## src/rtl/capture_sequencer.sv

```systemverilog
// Capture sequencer: arms on enable, triggers on a rising threshold crossing,
// waits out the capture window, then streams the stored waveform as framed bytes.
module capture_sequencer #(
    parameter int N_SAMPLES = 2000,
    parameter int SAMPLE_W  = 14,
    parameter int ADDR_W    = 11,
    parameter int HOLDOFF   = 1024
) (
    input  logic                clk,
    input  logic                rst_n,
    input  logic                enable,
    input  logic [SAMPLE_W-1:0] threshold,
    input  logic [SAMPLE_W-1:0] signal,
    output logic                trig_out,
    output logic [ADDR_W-1:0]   rd_addr,
    input  logic [SAMPLE_W-1:0] rd_data,
    output logic [7:0]          tx_data,
    output logic                tx_valid,
    input  logic                tx_ready,
    output logic                busy,
    output logic [15:0]         frame_count,
    output logic [7:0]          missed_trig
);

    localparam int HOLD_W = (HOLDOFF > 1) ? $clog2(HOLDOFF) : 1;
    localparam logic [ADDR_W-1:0] LAST_IDX  = ADDR_W'(N_SAMPLES - 1);
    localparam logic [HOLD_W-1:0] HOLD_LAST = HOLD_W'(HOLDOFF - 1);

    typedef enum logic [2:0] {
        S_IDLE, S_ARMED, S_CAPTURE, S_HDR, S_CNT, S_HI, S_LO, S_HOLD
    } state_t;

    state_t              state;
    logic [SAMPLE_W-1:0] prev_sample;
    logic [ADDR_W-1:0]   cap_cnt;
    logic [HOLD_W-1:0]   hold_cnt;
    logic                crossing;
    logic                in_frame;
    logic [7:0]          byte_sel;

    assign crossing = (prev_sample < threshold) && (signal >= threshold);
    assign in_frame = (state != S_IDLE) && (state != S_ARMED);

    // Byte to load in the current readout state; rd_data is valid for rd_addr this cycle.
    always_comb begin
        byte_sel = 8'hA5;
        case (state)
            S_CNT:   byte_sel = frame_count[7:0];
            S_HI:    byte_sel = 8'(rd_data >> 8);
            S_LO:    byte_sel = rd_data[7:0];
            default: byte_sel = 8'hA5;
        endcase
    end

    always_ff @(posedge clk or negedge rst_n) begin
        if (!rst_n) begin
            state       <= S_IDLE;
            prev_sample <= '0;
            cap_cnt     <= '0;
            hold_cnt    <= '0;
            trig_out    <= 1'b0;
            rd_addr     <= '0;
            tx_data     <= 8'h00;
            tx_valid    <= 1'b0;
            busy        <= 1'b0;
            frame_count <= 16'h0000;
            missed_trig <= 8'h00;
        end else begin
            prev_sample <= signal;
            trig_out    <= 1'b0;
            if (in_frame && crossing && missed_trig != 8'hFF)
                missed_trig <= missed_trig + 8'd1;

            case (state)
                S_IDLE: if (enable) state <= S_ARMED;
                S_ARMED: begin
                    if (!enable) begin
                        state <= S_IDLE;
                    end else if (crossing) begin
                        trig_out <= 1'b1;
                        cap_cnt  <= '0;
                        busy     <= 1'b1;
                        state    <= S_CAPTURE;
                    end
                end
                S_CAPTURE: begin
                    if (cap_cnt == LAST_IDX) begin
                        rd_addr <= '0;
                        state   <= S_HDR;
                    end else begin
                        cap_cnt <= cap_cnt + 1'b1;
                    end
                end
                // Each byte: load on an empty cycle, hold until accepted, then
                // advance with tx_valid low so bytes are never back-to-back.
                S_HDR, S_CNT, S_HI, S_LO: begin
                    if (!tx_valid) begin
                        tx_valid <= 1'b1;
                        tx_data  <= byte_sel;
                    end else if (tx_ready) begin
                        tx_valid <= 1'b0;
                        case (state)
                            S_HDR: state <= S_CNT;
                            S_CNT: state <= S_HI;
                            S_HI:  state <= S_LO;
                            default: begin
                                if (rd_addr == LAST_IDX) begin
                                    frame_count <= frame_count + 16'd1;
                                    hold_cnt    <= '0;
                                    rd_addr     <= '0;
                                    state       <= S_HOLD;
                                end else begin
                                    rd_addr <= rd_addr + 1'b1;
                                    state   <= S_HI;
                                end
                            end
                        endcase
                    end
                end
                S_HOLD: begin
                    if (hold_cnt == HOLD_LAST) begin
                        busy  <= 1'b0;
                        state <= enable ? S_ARMED : S_IDLE;
                    end else begin
                        hold_cnt <= hold_cnt + 1'b1;
                    end
                end
                default: begin
                    busy  <= 1'b0;
                    state <= S_IDLE;
                end
            endcase
        end
    end

endmodule

```

## config.mk

```make
export PLATFORM = sky130hd
export DESIGN_NAME = capture_sequencer
export DESIGN_NICKNAME = d
export VERILOG_FILES = /design/src/rtl/capture_sequencer.sv
export SDC_FILE = /design/constraint.sdc
export NUM_CORES = 1
export LEC_CHECK = 0
export ABC_CLOCK_PERIOD_IN_PS = 2500
export CORE_UTILIZATION = 40
export CTS_BUF_LIST = sky130_fd_sc_hd__clkbuf_4
export DETAILED_ROUTE_END_ITERATION = 12
export PLACE_DENSITY_LB_ADDON = 0.3
export SETUP_SLACK_MARGIN = 0.1
export SLEW_MARGIN = 40
export SYNTH_ARGS = -nofsm -noshare
export SYNTH_HDL_FRONTEND = slang
export SYNTH_SLANG_ARGS = --single-unit
```

## constraint.sdc

```tcl
create_clock -name clk -period 2.5 [get_ports clk]
set_input_delay 0.25 -clock clk [delete_from_list [all_inputs] [get_ports clk]]
set_output_delay 0.25 -clock clk [all_outputs]
set_load 0.01 [all_outputs]
```

==> results.toml <==
[logic_synthesis]
synth.yosys.seq_area_share_pct = 45.7
synth_cells = 471
synth_area_leaders = "dfrtp_1 (46%), ha_1 (8.7%), nor2_1 (4.2%)"
ys.flop_type = "dfrtp_1"
syn_nets = 549
yosysTopAreaCellShare_pct = 45.7
synth.most_common_cell = "dfrtp_1"
yosys_register_bits = 84
synth.largest_area_cell = "dfrtp_1"
ys_warn_count = 0
synthTopCellsByCount = "dfrtp_1 (84), nor2_1 (52), nand2_1 (35)"
syn_area_per_cell_um2 = 9.77
syn_area_um2 = 4600
async_reset_ff_share_pct = 100
synth_edf_count = 0
ys_types = 52

[grt]
overflow = 0
first_global_vias = 3893
grt_start_max_net_pins = 46
grt_pass1_wl_um = 18400
antenna_found_initial = 1
grt.total_usage_pct = 20.0

[critical_path]
r2r_cells = 8
crit_required_ns = 2.89
crit_arrival_ns = 2.66
max_stage_delay_ns = 0.44
r2r_end = "frame_count[12]"
rrSetupSlack_ns = 0.22
cpMaxStageDelayCell = "dfrtp_1"
cp_max_fo = 7
worstSetupPathType = "register to register"
path_cells = "ha_1 -> nand4b_2 -> nor4_2 -> and3_1 -> buf_4 -> nand3_1 -> nor4_2 -> xor2_1"
r2r_start = "rd_addr[1]"
critPathLaunchType = "register"
cp_top_family = "simple AND/OR/NAND/NOR gates"
crit_top_cell = "nor4_2"
crit_path_end_kind = "register"
crit_buf_inv = 1

[layout]
syn_to_final_growth_pct = 28.7
drive_above_1_share_pct = 8.45
fin_nets = 654
fillers = 1040
fin_area_um2 = 5920

[clock_network]
clock_sinks = 84
clock_latency_ns = 0.45
clkSlewWorstSetupHoldPaths_ns = 0.14
post_cts_buffers = 0
cts_buffer_depth = 2
root_buffer = "clkbuf_4"
cts_max_level = 3
cts_tree = "done"
numCtsBuffers = 9

[floorplanning]
pin_count = 92
die_h_um = 109
rows = 38
initial_core_util_pct = 41.7
die_area_um2 = 11900
core_area_um2 = 11000
die_w_um = 109

[sta]
max_freq_ghz = 0.439
slew_viol_final = 0
clock_skew_ns = 0.0202
max-slew-margin-rel_pct = 59.3
period_share_pct = 91.1
period_minus_slack_ns = 2.28
tightest_slew_ns = 0.608
rsz0062_at_grt = "true"
setup_viol = 0
finalHoldViolCount = 0

[status]
outcome = "finished clean"

[worst_hold_path]
whs_endpoint = "prev_sample[11]"
hold_path.class = "input pin to register"
holdCritStartpoint = "signal[11]"
min_path_cells = 1

[drt]
dr_wl_met2_um = 5270
drc_errors = 0
met1_length_um = 4870
postRouteAntennaNets = 0
topRoutingLayerUsed = "met4"
drt_wl_total_um = 10800
dr_total_vias = 3817
drtPass1Iterations = 5
drt_iter0_markers = 207
routed-wl-met3_um = 543
post_drt_via_cell_ratio = 5.29
wl_per_cell_um = 15.0

[power_and_ir_drop]
p_per_area_nw_per_um2 = 738
ir_drop_v = 0.000512
power_mw = 4.37
p_leak_nw = 2.67

[placed_design]
dp_hpwl_um = 8110
place.gp.congestion = 0.870
placed_cell_area_um2 = 5760
portBuffers = 91

[run]
max_cap_violations = 0
[sequential cells by signal (all words and copies together), names as in the netlist, 3 cells and up]
name,cells
cap_cnt,11
frame_count,16
hold_cnt,10
missed_trig,8
prev_sample,14
rd_addr,11
state,3
tx_data,8
[where the power goes]
group          leakage (nW)  switching [mW]  internal [mW]  total (mW)
Sequential             1.07           0.225           1.63        1.85
Combinational          1.53           0.914          0.825        1.74
Clock                0.0659           0.472          0.306       0.778
[cells in the final DEF (no fill, tap or decap), types with 3 or more instances in the layout]
cell type,count
clkdlybuf4s50_1,90
dfrtp_1,84
nor2_1,52
nand2_1,35
ha_1,32
o21ai_0,25
a21oi_1,25
inv_1,22
xor2_1,22
nand3_1,21
xnor2_1,19
buf_4,17
nand4_1,16
and3_1,14
clkbuf_4,10
nand2b_1,8
and2_1,7
mux2_2,7
nor3_1,6
mux2i_1,6
o31ai_1,5
nor2b_1,4
a22o_1,4
and4_1,3
o22ai_1,3
o221ai_1,3
a21o_1,3
nor3b_1,3
[worst max-delay path by stage]
stage | start | to | slack (ns) | cells past startpoint
global route | rd_addr[1] | frame_count[12] | 0.06 | 8
floorplan | rd_addr[0] | frame_count[11] | 0.25 | 9
global placement | threshold[5] | missed_trig[1] | -0.07 | 10
finish | rd_addr[1] | frame_count[12] | 0.22 | 8
detailed placement | threshold[11] | missed_trig[1] | -0.22 | 10
CTS | rd_addr[1] | frame_count[11] | 0.13 | 7
[per-stage QoR]
step,std cells,worst slack [ns],setup TNS (ns),hold slack (ns),util [%]
after floorplan,471,0.255,0,-0.0456,-
after global placement,704,-0.0741,-0.715,0.261,52.3
after detailed placement,704,-0.223,-3.58,0.262,52.3
after CTS,720,0.134,0,0.237,53.5
after global routing,721,0.0559,0,0.208,53.7
final,721,0.222,0,0.268,53.7
[worst reg2reg max path, cell delays in order (launching register included)]
cell and delay (ns):
dfrtp_1 0.44, ha_1 0.25, nand4b_2 0.17, nor4_2 0.33
and3_1 0.23, buf_4 0.16, nand3_1 0.22, nor4_2 0.25
xor2_1 0.16
[metal layers]
| layer | up-vias | global-route usage (%) |
|---|---|---|
| met3 | 17 | 6.22 |
| met1 | 1834 | 24.3 |
| met2 | 100 | 34.3 |
| met5 | - | 0 |
| li1 | 1866 | - |
| met4 | 0 | 5.43 |
[final cells by class]
type                    instances  area (um2)  area share, %
well taps                     140         175           2.96
diodes                          1        2.50         0.0423
clock inverters                 5        53.8          0.909
repair buffers                110        1080           18.2
multi-input cells             349        2350           39.7
clock buffers                  10        75.1           1.27
flip-flops and latches         84        2100           35.5
inverters                      22        82.6           1.40
[kinds of logic after synthesis]
group,Yosys count,share of synthesized area [%]
AO/OA/AOI/OAI,80,10.7
XOR/XNOR,41,7.81
adder cells (fa/ha/maj),32,8.70
buffers and inverters,38,3.54
flip-flops,84,45.7
multiplexers,13,3.02
AND/OR/NAND/NOR,183,20.5
[repair_timing]
item                       4_1_cts  5_1_grt
hold buffers                     1        0
setup endpoints to repair        0       12
resized for setup                0        4
hold endpoints to repair        39        0
Note: power is estimated with default switching activity, not from simulation.
